[config.mk]
export PLATFORM = sky130hd
export DESIGN_NAME = traffic_phase_ctrl
export DESIGN_NICKNAME = d
export VERILOG_FILES = /design/src/rtl/traffic_pkg.sv /design/src/rtl/key_pulse_sync.sv /design/src/rtl/traffic_phase_ctrl.sv
export SDC_FILE = /design/constraint.sdc
export NUM_CORES = 1
export LEC_CHECK = 0
export CAP_MARGIN = 30
export CORE_ASPECT_RATIO = 1.5
export CORE_MARGIN = 4
export CORE_UTILIZATION = 50
export DETAILED_ROUTE_END_ITERATION = 16
export GPL_ROUTABILITY_DRIVEN = 0
export PLACE_DENSITY = 0.68
export SLEW_MARGIN = 20
export SYNTH_ARGS = -nofsm -noshare
export SYNTH_HDL_FRONTEND = slang
export SYNTH_SLANG_ARGS = --single-unit
export TNS_END_PERCENT = 20
[constraint.sdc]
create_clock -name clk -period 3.1 [get_ports clk]
set_input_delay 0.31 -clock clk [delete_from_list [all_inputs] [get_ports clk]]
set_output_delay 0.31 -clock clk [all_outputs]
set_load 0.1 [all_outputs]
[src/rtl/traffic_pkg.sv]
// Shared encodings and saturating arithmetic for the traffic phase controller.
package traffic_pkg;

    typedef enum logic [1:0] {
        ST_NIGHT  = 2'd0,
        ST_GREEN  = 2'd1,
        ST_YELLOW = 2'd2,
        ST_ALLRED = 2'd3
    } state_e;

    typedef enum logic [1:0] {
        MODE_RUN   = 2'd0,
        MODE_NIGHT = 2'd1,
        MODE_SET_G = 2'd2,
        MODE_SET_Y = 2'd3
    } mode_e;

    localparam int SAT_W = 32;

    // a+b clamped to hi, or a-b clamped to lo; callers size operands to SAT_W.
    function automatic logic [SAT_W-1:0] sat_addsub(
        input logic [SAT_W-1:0] a,
        input logic [SAT_W-1:0] b,
        input logic             sub,
        input logic [SAT_W-1:0] lo,
        input logic [SAT_W-1:0] hi
    );
        logic [SAT_W:0]   w_sum;
        logic [SAT_W-1:0] w_res;
        w_sum = {1'b0, a} + {1'b0, b};
        w_res = w_sum[SAT_W-1:0];
        if (sub) begin
            w_res = ({1'b0, a} < ({1'b0, lo} + {1'b0, b})) ? lo : (a - b);
        end else if (w_sum > {1'b0, hi}) begin
            w_res = hi;
        end
        return w_res;
    endfunction

endpackage

[src/rtl/key_pulse_sync.sv]
// Two-flop synchroniser for a raw key level followed by a rising-edge detector.
module key_pulse_sync (
    input  logic i_clk,
    input  logic i_rst,
    input  logic i_key,
    output logic o_pulse
);
    logic r_sync1;
    logic r_sync2;
    logic r_prev;

    always_ff @(posedge i_clk or posedge i_rst) begin
        if (i_rst) begin
            r_sync1 <= 1'b0;
            r_sync2 <= 1'b0;
            r_prev  <= 1'b0;
        end else begin
            r_sync1 <= i_key;
            r_sync2 <= r_sync1;
            r_prev  <= r_sync2;
        end
    end

    assign o_pulse = r_sync2 & ~r_prev;

endmodule

[src/rtl/traffic_phase_ctrl.sv]
// N-approach traffic-light sequencer: green/yellow/all-red rotation, blinking
// night mode and key-driven editing of the green and yellow durations.
module traffic_phase_ctrl
    import traffic_pkg::*;
#(
    parameter int N_PHASE        = 2,
    parameter int CNT_W          = 11,
    parameter int GREEN_DEFAULT  = 8,
    parameter int YELLOW_DEFAULT = 6,
    parameter int ALLRED_TIME    = 1,
    parameter int SEL_W          = 2
) (
    input  logic               clk,
    input  logic               rst,
    input  logic               tick,
    input  logic [1:0]         mode,
    input  logic               key_plus,
    input  logic               key_sub,
    input  logic [SEL_W-1:0]   sel_phase,
    output logic [N_PHASE-1:0] red,
    output logic [N_PHASE-1:0] yellow,
    output logic [N_PHASE-1:0] green,
    output logic [SEL_W-1:0]   active_phase,
    output logic [CNT_W-1:0]   remain,
    output logic [CNT_W-1:0]   disp_val
);
    localparam logic [CNT_W-1:0] CNT_MAX = '1;
    localparam logic [SAT_W-1:0] SAT_MAX = SAT_W'(CNT_MAX);
    localparam logic [CNT_W-1:0] ONE     = CNT_W'(1);

    state_e             r_state, w_state_nx;
    mode_e              w_mode;
    logic [SEL_W-1:0]   r_phase, w_phase_nx, w_phase_inc;
    logic [CNT_W-1:0]   r_remain, w_remain_nx;
    logic               r_blink, w_blink_nx;
    logic [CNT_W-1:0]   r_green_time [N_PHASE];
    logic [CNT_W-1:0]   r_yellow_time;
    logic [CNT_W-1:0]   w_green_sel, w_green_inc, w_green_edit, w_yellow_edit;
    logic [N_PHASE-1:0] w_phase_oh;
    logic [N_PHASE-1:0] r_red, r_yellow, r_green;
    logic               w_plus, w_sub, w_edit;

    // A zero duration would never see remain reach 1, so it runs as one tick.
    function automatic logic [CNT_W-1:0] load_dur(input logic [CNT_W-1:0] d);
        return (d == '0) ? ONE : d;
    endfunction

    key_pulse_sync u_key_plus (.i_clk(clk), .i_rst(rst), .i_key(key_plus), .o_pulse(w_plus));
    key_pulse_sync u_key_sub  (.i_clk(clk), .i_rst(rst), .i_key(key_sub),  .o_pulse(w_sub));

    assign w_mode      = mode_e'(mode);
    assign w_edit      = w_plus ^ w_sub;
    assign w_phase_inc = (r_phase == SEL_W'(N_PHASE - 1)) ? '0 : r_phase + SEL_W'(1);

    always_comb begin
        w_green_sel = '0;
        w_green_inc = '0;
        w_phase_oh  = '0;
        for (int i = 0; i < N_PHASE; i++) begin
            if (sel_phase == SEL_W'(i))   w_green_sel   = r_green_time[i];
            if (w_phase_inc == SEL_W'(i)) w_green_inc   = r_green_time[i];
            if (r_phase == SEL_W'(i))     w_phase_oh[i] = 1'b1;
        end
    end

    assign w_green_edit  = CNT_W'(sat_addsub(SAT_W'(w_green_sel), SAT_W'(1), w_sub,
                                             SAT_W'(1), SAT_MAX));
    assign w_yellow_edit = CNT_W'(sat_addsub(SAT_W'(r_yellow_time), SAT_W'(1), w_sub,
                                             SAT_W'(1), SAT_MAX));

    always_ff @(posedge clk or posedge rst) begin
        if (rst) begin
            for (int i = 0; i < N_PHASE; i++) r_green_time[i] <= CNT_W'(GREEN_DEFAULT);
            r_yellow_time <= CNT_W'(YELLOW_DEFAULT);
        end else if (w_edit) begin
            for (int i = 0; i < N_PHASE; i++) begin
                if (w_mode == MODE_SET_G && sel_phase == SEL_W'(i)) r_green_time[i] <= w_green_edit;
            end
            if (w_mode == MODE_SET_Y) r_yellow_time <= w_yellow_edit;
        end
    end

    always_ff @(posedge clk or posedge rst) begin
        if (rst) begin
            r_state  <= ST_NIGHT;
            r_phase  <= '0;
            r_remain <= '0;
            r_blink  <= 1'b0;
        end else begin
            r_state  <= w_state_nx;
            r_phase  <= w_phase_nx;
            r_remain <= w_remain_nx;
            r_blink  <= w_blink_nx;
        end
    end

    always_comb begin
        w_state_nx  = r_state;
        w_phase_nx  = r_phase;
        w_remain_nx = r_remain;
        w_blink_nx  = 1'b0;
        if (w_mode == MODE_NIGHT) begin
            w_state_nx  = ST_NIGHT;
            w_phase_nx  = '0;
            w_remain_nx = '0;
            w_blink_nx  = (r_state == ST_NIGHT) ? (r_blink ^ tick) : 1'b0;
        end else if (r_state == ST_NIGHT) begin
            if (w_mode == MODE_RUN) begin
                w_state_nx  = ST_GREEN;
                w_phase_nx  = '0;
                w_remain_nx = load_dur(r_green_time[0]);
            end else begin
                w_blink_nx = r_blink ^ tick;
            end
        end else if (w_mode == MODE_RUN && tick) begin
            if (r_remain > ONE) begin
                w_remain_nx = r_remain - ONE;
            end else begin
                case (r_state)
                    ST_GREEN: begin
                        w_state_nx  = ST_YELLOW;
                        w_remain_nx = load_dur(r_yellow_time);
                    end
                    ST_YELLOW: begin
                        if (ALLRED_TIME > 0) begin
                            w_state_nx  = ST_ALLRED;
                            w_remain_nx = load_dur(CNT_W'(ALLRED_TIME));
                        end else begin
                            w_state_nx  = ST_GREEN;
                            w_phase_nx  = w_phase_inc;
                            w_remain_nx = load_dur(w_green_inc);
                        end
                    end
                    default: begin
                        w_state_nx  = ST_GREEN;
                        w_phase_nx  = w_phase_inc;
                        w_remain_nx = load_dur(w_green_inc);
                    end
                endcase
            end
        end
    end

    always_ff @(posedge clk or posedge rst) begin
        if (rst) begin
            r_red    <= '0;
            r_yellow <= '0;
            r_green  <= '0;
        end else begin
            r_red    <= '0;
            r_yellow <= '0;
            r_green  <= '0;
            case (r_state)
                ST_NIGHT:  r_yellow <= {N_PHASE{r_blink}};
                ST_GREEN:  begin r_green  <= w_phase_oh; r_red <= ~w_phase_oh; end
                ST_YELLOW: begin r_yellow <= w_phase_oh; r_red <= ~w_phase_oh; end
                default:   r_red <= '1;
            endcase
        end
    end

    always_comb begin
        case (w_mode)
            MODE_SET_G: disp_val = w_green_sel;
            MODE_SET_Y: disp_val = r_yellow_time;
            default:    disp_val = (r_state == ST_GREEN)
                                   ? CNT_W'(sat_addsub(SAT_W'(r_remain), SAT_W'(r_yellow_time),
                                                       1'b0, '0, SAT_MAX))
                                   : r_remain;
        endcase
    end

    assign red          = r_red;
    assign yellow       = r_yellow;
    assign green        = r_green;
    assign active_phase = r_phase;
    assign remain       = r_remain;

endmodule

---- Word-level counts from Yosys, hierarchy flattened ----
Cells that the tools add are included.
cells by class
  eq/ne operators ......................... 11
  add/subtract/negate cells ............... 7
  mux-type cells .......................... 44
  bitwise gates (word level) .............. 7
  reduce and logical (&&, ||, !) cells .... 19
  order comparisons ....................... 6
operators by type and width
  kind                   count
  $mux 11                20
  $pmux 11 s2            2
  $gt 12x11->1 const B   3
  $logic_not 11->1       3
  $sub 11x1->11 const B  3
  $mux 2                 13
  $add 11x1->12 const B  2
  $lt 11x2->1 const B    2
  $add 11x11->12         1
  $pmux 2 s2             3
  $gt 11x1->1 const B    1
  $eq 2x1->1 const B     5
  $logic_not 2->1        5
  $reduce_and 2->1       4
  $eq 2x2->1 const B     3
  $mux 1                 6
  $reduce_and 4->1       1
  $logic_and 1x1->1      3
  $ne 3x1->1 const B     1
  $ne 3x2->1 const B     1
  $ne 3x3->1 const B     1
  $reduce_and 3->1       1
  $reduce_bool 3->1      1
  $add 2x1->2 const B    1
  5 further kinds        8
word-level totals
  bits of input ports ..................... 9
  word-level logic and storage cells ...... 110
  output and inout port bits .............. 30
  register bits after elaboration ......... 61

---- Depth between registers and ports, before layout ----
Gate-level depths: netlist of the first run.
  word-level depth ........................ 12
  gate-level depth with buffers ........... 12
  mapped depth without buffers ............ 9

---- By module ----
Synthesis of the first run repeated with hierarchy kept, for this count alone.
second synthesis, totals
  cell total of the unflattened synthesis .. 656
  area, all modules ....................... 5,297.6 µm²
by module, submodules not included
  module              sequential area each (µm²)  cells each  instances  area each (µm²)
  traffic_phase_ctrl  1,381.3                     646         1          5,112.4
  key_pulse_sync      75.1                        5           2          92.6

---- Worst setup path after synthesis of the first run ----
No wires, ideal clock.
  path type ............................... reg2out
  from .................................... register r_remain[0] (netlist: remain[0])
  to ...................................... output disp_val[1]
  path buffers ............................ 0
  setup slack ............................. -1,674 ps
  required time ........................... 2,790 ps
  arrival ................................. 4,464 ps
  cell stages (with the launch flop) ...... 8
  cells stage by stage .................... dfrtp_1 > ha_1 > a211oi_1 > nor3_1 > nor4_1 > o311ai_0 > o32ai_1 > o21ai_0
on the way
  cells in the longest elaborated chain, start to end .. 5
RTL lines
  what                      RTL line                   source
  start: declaration        traffic_phase_ctrl.sv:34   logic [CNT_W-1:0] r_remain, w_remain_nx;
  start signal: assignment  traffic_phase_ctrl.sv:92   r_remain <= w_remain_nx;
  $add 11x11->12 (*)        traffic_pkg.sv:30          w_sum = {1'b0, a} + {1'b0, b};
  $gt 12x11->1              traffic_pkg.sv:34          end else if (w_sum > {1'b0, hi}) begin
  $mux 11 (*)               traffic_pkg.sv:34
  $mux 11 (*)               traffic_phase_ctrl.sv:167  ? CNT_W'(sat_addsub(SAT_W'(r_remain), SAT_W'(r_yellow_time),
  $pmux 11 s2 (*)           traffic_phase_ctrl.sv:163  case (w_mode)
  end: declaration          traffic_phase_ctrl.sv:25   output logic [CNT_W-1:0] disp_val
Mark *: on every way between the ends. The rest lies on a longest branch, timed or not.

---- Worst setup path after layout of the first run ----
  from .................................... register r_yellow_time[2]
  to ...................................... output disp_val[2]
on the way
  cells in the longest elaborated chain, start to end .. 5
RTL lines
  what                      RTL line                   source
  start: declaration        traffic_phase_ctrl.sv:37   logic [CNT_W-1:0] r_yellow_time;
  start signal: assignment  traffic_phase_ctrl.sv:74   r_yellow_time <= CNT_W'(YELLOW_DEFAULT);
  start signal: assignment  traffic_phase_ctrl.sv:79   if (w_mode == MODE_SET_Y) r_yellow_time <= w_yellow_edit;
  $add 11x11->12            traffic_pkg.sv:30
  $gt 12x11->1              traffic_pkg.sv:34
  $mux 11                   traffic_pkg.sv:34
  $mux 11                   traffic_phase_ctrl.sv:167
  $pmux 11 s2 (*)           traffic_phase_ctrl.sv:163
Marked as above.

==> reports/results.txt, run 1 <==
status: complete, no violations
combined area of the multi-input logic cells: 0.00370 mm^2
final period utilization: 0.964
grt ovf: 0
ys async rst share: 1.00
initial core utilization: 0.519
Vias: 5602
commonest non-fill, non-tap cell in the layout: nor2_1
Static Leakage: 2.70 nW
drt initial violations: 645
core footprint: 0.0102 mm^2
Max Freq: 335 MHz
CTS tree: yes
yosys warns: 0
later-pin clock latency in the skew report: 0.34 ns
Root Buffer: clkbuf_16
WS Path Type: reg2out
Seq/Total Area, Yosys: 0.288
setup tns final: 0 ns
startpoint types: register
cell taking the most area after synthesis: dfrtp_1
syn nets: 694
reg2reg start: remain[4]
final slew viol count: 0
Layout fillers: 886
worst hold path type: reg2reg
row cnt: 45
final hold vios: 0
number of distinct library cells after synthesis: 73
layout cells sized above 1: 0.222
Nets: 736
final setup fails: 0
gr usage total: 0.285
PD cells: 1050 mW/mm^2
Least-Margin Pin Slew: 0.971 ns
cts bufs inserted: 9
Yosys top cell area share: 0.268
die width: 92.2 um
relative max-transition margin: 0.351
clk slew on worst S/H paths: 0.05 ns
Die Y: 134 um
Final min period: 2.99 ns
Max clock buf depth: 2
synthesized cell area: 0.00532 mm^2
routed wire length: 17.3 mm
Area Growth Syn to Fin: 24.0%
CP Capture Point: disp_val[2]
Initial DRT Pass Iterations: 7
Design Area, Final: 0.00660 mm^2
Post-synth EDFFs: 0
crit path from: r_yellow_time[2]
vias in the first global route: 5571
Mapped Cells: 661
Top FF cell, synth: dfrtp_1
flop-to-flop setup slack: 0.53 ns
crit end category: primary output
Worst Path Arrival: 2.68 ns
antenna-violating nets left: 0
worst vdd ir: 0.510 mV
Clock Sink Count: 61
wire length per cell: 20.4 um
maxcap violations: 0
synthesized area per cell: 8.05 um^2
DRC Markers: 0
dpl ws: 0.0936 ns
Storage cell area: 0.00154 mm^2
HPWL after DPL: 13.2 mm
cts-stage hold buffer count: 0
Via-to-Cell Ratio: 6.60
crit-path max FO: 13
largest net degree at the start of global routing: 34
Placement Cell Area: 0.00622 mm^2
Synth Register Bits: 61
FF-to-FF End: active_phase[0]
number of diodes: 0
commonest non-fill, non-tap cells in the layout: nor2_1 (55), buf_4 (54), nand2_1 (49), dfrtp_1 (49), o21ai_0 (43)
CP Data Required Time: 2.79 ns
total power draw: 0.00694 W
hold path cells: 0
RSZ-0062 raised after global routing: no
I/O Pins: 39
Worst Reg-to-Reg Cells: 7
antenna violations before repair: 0
Area contributors post-synth: dfrtp_1 (27%), ha_1 (5.4%), a21oi_1 (4.6%), o21ai_0 (4.3%), mux2_2 (4.2%)
final worst slack: 0.111 ns
H-tree depth: 3
PortBufs: 38
Final Skew: 0.00799 ns
Die ar.: 0.0124 mm^2
global-route wire length before repair: 28.0 mm
[metrics by stage]
step                      hold slack, ns   util  cells
final                              0.346  0.644    849
after global routing               0.366  0.644    849
after CTS                          0.346  0.642    848
after detailed placement           0.335  0.607    830
after global placement             0.333  0.607    830
after floorplan                    0.331      -    661
[what timing repair did]
item                       4_1_cts  5_1_grt
pin swaps                        2        4
setup buffers                    2        1
resized for setup               11        3
cloned                           0        0
hold endpoints to repair         0        0
setup endpoints to repair       11       11
[power by group]
group	switching, W	total, W	internal, W
Sequential	0.000366	0.00140	0.00104
Combinational	0.00305	0.00463	0.00157
Clock	0.000357	0.000916	0.000559
Total	0.00378	0.00694	0.00317
[layout make-up]
| type | instances | area share |
|---|---|---|
| clock buffers | 12 | 0.0374 |
| clock inverters | 4 | 0.00379 |
| inverters | 21 | 0.0119 |
| multi-input cells | 528 | 0.561 |
| flip-flops and latches | 61 | 0.234 |
| well taps | 141 | 0.0267 |
| repair buffers | 82 | 0.125 |
[kinds of logic after synthesis]
kind of cell,after synthesis,share of synthesized area
compound gates,230,0.294
simple gates,224,0.210
buf+inv,72,0.0550
flops,61,0.288
mux,32,0.0649
fa+ha+maj,24,0.0579
xor+xnor,18,0.0296
[cell usage after synthesis, types with 4 or more instances]
cell type	n
nor4_1	13
dfrtp_1	57
inv_1	21
or2_2	10
nor3_1	18
a22o_1	9
nand3_1	29
nand3b_1	5
o32ai_1	4
buf_1	5
a211oi_1	5
nand2b_1	9
a21oi_1	49
a22oi_1	8
a32oi_1	5
o311ai_0	4
a31oi_1	4
buf_2	5
o211ai_1	14
nor3b_1	5
o21a_1	4
nor2_1	56
o21ai_0	46
xnor2_1	10
nand4_1	5
ha_1	23
o31ai_1	15
dfstp_2	4
nand2_1	49
mux2i_1	12
a221oi_1	4
nor2b_1	7
xor2_1	8
clkbuf_1	38
o21ai_1	4
o22ai_1	7
a41o_1	4
a21o_1	6
mux2_2	20
[registers in the layout, summed over array words and instances (netlist names)]
register and count:
green 2, r_green_time 22, u_key_plus.r_prev 1, r_blink 1, remain 11, red 2
u_key_sub.r_sync2 1, u_key_sub.r_prev 1, u_key_plus.r_sync2 1, yellow 2, u_key_plus.r_sync1 1, r_yellow_time 11
u_key_sub.r_sync1 1, active_phase 2, r_state 2
[worst min path at each step]
stage,to,startpoint
2_1_floorplan,u_key_plus.r_sync2,u_key_plus.r_sync1
3_3_place_gp,u_key_sub.r_sync2,u_key_sub.r_sync1
3_5_place_dp,u_key_plus.r_sync2,u_key_plus.r_sync1
4_1_cts,u_key_plus.r_sync2,u_key_plus.r_sync1
5_1_grt,u_key_sub.r_sync2,u_key_sub.r_sync1
6_report,u_key_plus.r_sync2,u_key_plus.r_sync1
[worst max-delay path: stages (launching register included)]
cell      delay (ns)
dfstp_2         0.66
ha_2            0.29
a211oi_2        0.07
nor3_2          0.28
nor4_2          0.09
o311ai_2        0.24
buf_4           0.18
nor2_4          0.04
buf_12          0.15
a21oi_4         0.17
buf_12          0.19
[routing by layer]
metal  GRT usage  vias to the layer above  share of wire
met2       0.489                      310           0.50
met5           0                        -              0
met1       0.328                     2655           0.38
met3      0.0438                       69          0.075
met4       0.181                        0          0.053
li1            -                     2568              -
No activity file was read; power rests on OpenSTA's default activity.
==> run 2: changes to the inputs <==
Settings changed: TNS_END_PERCENT 20 to 5.
==> run 2 against run 1 <==
Net effect:
- cell count down 0.35%
- sequential power about the same
- via count fell by 0.18%
- first-iteration DRC count down 14%
- clock-buffer cell count decreased by 2
- die area is the same
- combinational power is essentially flat
- largest cell class unchanged
==> reports/results.txt, run 2 (same netlist as run 1, synthesis figures left out) <==
clk slew on worst S/H paths: 0.06 ns
antenna-violating nets left: 0
Largest register FFs: 22
die width: 92.2 um
worst vdd ir: 0.526 mV
Nets: 733
initial core utilization: 0.519
Vias: 5592
routed wire length: 17.1 mm
CTS tree: yes
Die Y: 134 um
startpoint types: register
global-route wire length before repair: 27.7 mm
later-pin clock latency in the skew report: 0.34 ns
Biggest register: r_green_time
gr usage total: 0.281
Finished Layout Cells: 846
final slew viol count: 0
final worst slack: 0.0740 ns
final hold vios: 0
Final min period: 3.03 ns
DRC Markers: 0
cts bufs inserted: 9
Area Growth Syn to Fin: 25.2%
status: complete, no violations
Least-Margin Pin Slew: 0.986 ns
drt initial violations: 554
final period utilization: 0.976
Max Freq: 330 MHz
grt ovf: 0
relative max-transition margin: 0.341
row cnt: 45
utilization after layout: 0.650
CP Data Required Time: 2.79 ns
maxcap violations: 0
core footprint: 0.0102 mm^2
wire length per cell: 20.3 um
PD cells: 1070 mW/mm^2
Worst Path Arrival: 2.72 ns
I/O Pins: 39
Final Skew: 0.0116 ns
Die ar.: 0.0124 mm^2
H-tree depth: 3
layout cells sized above 1: 0.223
largest net degree at the start of global routing: 62
vias in the first global route: 5362
commonest non-fill, non-tap cell in the layout: nor2_1
cts-stage hold buffer count: 0
crit-path max FO: 7
HPWL after DPL: 12.9 mm
Root Buffer: clkbuf_16
Static Leakage: 2.76 nW
Initial DRT Pass Iterations: 5
WS Path Type: reg2out
PortBufs: 38
Max clock buf depth: 2
worst hold path type: in2async
cell count after placement: 826
setup tns final: 0 ns
commonest non-fill, non-tap cells in the layout: nor2_1 (55), buf_4 (52), nand2_1 (49), dfrtp_1 (48), o21ai_0 (43)
crit end category: primary output
Clock Sink Count: 61
Via-to-Cell Ratio: 6.61
number of diodes: 0
antenna violations before repair: 0
final setup fails: 0
dpl ws: 0.0329 ns
[run 2: metrics by stage]
stage	area, um^2	power [W]	hold slack, ns
6_report	6660	0.00714	0.346
5_1_grt	6660	0.00753	0.358
4_1_cts	6590	0.00702	0.348
3_5_place_dp	6180	0.00582	0.335
3_3_place_gp	6180	0.00576	0.334
2_1_floorplan	5470	0.00461	0.331
[run 2: timing repair]
action	in CTS	in global routing
gates resized for setup	13	9
pin swaps	4	6
buffers inserted	2	2
endpoints found under the setup margin	11	11
endpoints found under the hold margin	0	0
[run 2: where the power goes]
group	internal [W]	switching [W]
Clock	0.000703	0.000376
Sequential	0.00104	0.000371
Combinational	0.00159	0.00306
Total	0.00333	0.00380
[run 2: final timing paths]
| path | slack [ns] | to | depth (start not counted) | start |
|---|---|---|---|---|
| worst max-delay path | 0.07 | disp_val[10] | 9 | r_yellow_time[0] |
| worst min-delay path | 0.35 | r_green_time[17] | 3 | rst |
| worst max register to register | 0.38 | remain[0] | 6 | remain[4] |
| worst min register to register | 0.35 | u_key_plus.r_sync2 | 0 | u_key_plus.r_sync1 |
| max in group asynchronous | 2.42 | r_yellow_time[2] | 3 | rst |
| min in group clk | 0.35 | u_key_plus.r_sync2 | 0 | u_key_plus.r_sync1 |
[run 2: worst max-delay path, stage by stage, from the launching register on]
cell and delay [ns]:
dfrtp_2 0.47, ha_4 0.20, fa_2 0.37, a21oi_2 0.18, o22ai_2 0.13, o41ai_4 0.36
nor4_1 0.11, a21o_1 0.23, a21oi_4 0.15, buf_12 0.19
[run 2: layout make-up]
type	instances	area (um^2)
tap	141	176
multi-input combinational	528	3760
clock buffer	10	229
clock inverter	6	87.6
inverter	21	78.8
sequential	61	1540
fill	910	3590
timing repair buffer	79	791
[run 2: per-layer routing]
layer	global-route usage	wire length [um]	vias to the layer above
li1	-	-	2567
met1	0.335	6520	2648
met2	0.476	8490	306
met3	0.0494	1210	71
met4	0.154	927	0
met5	0	0	-
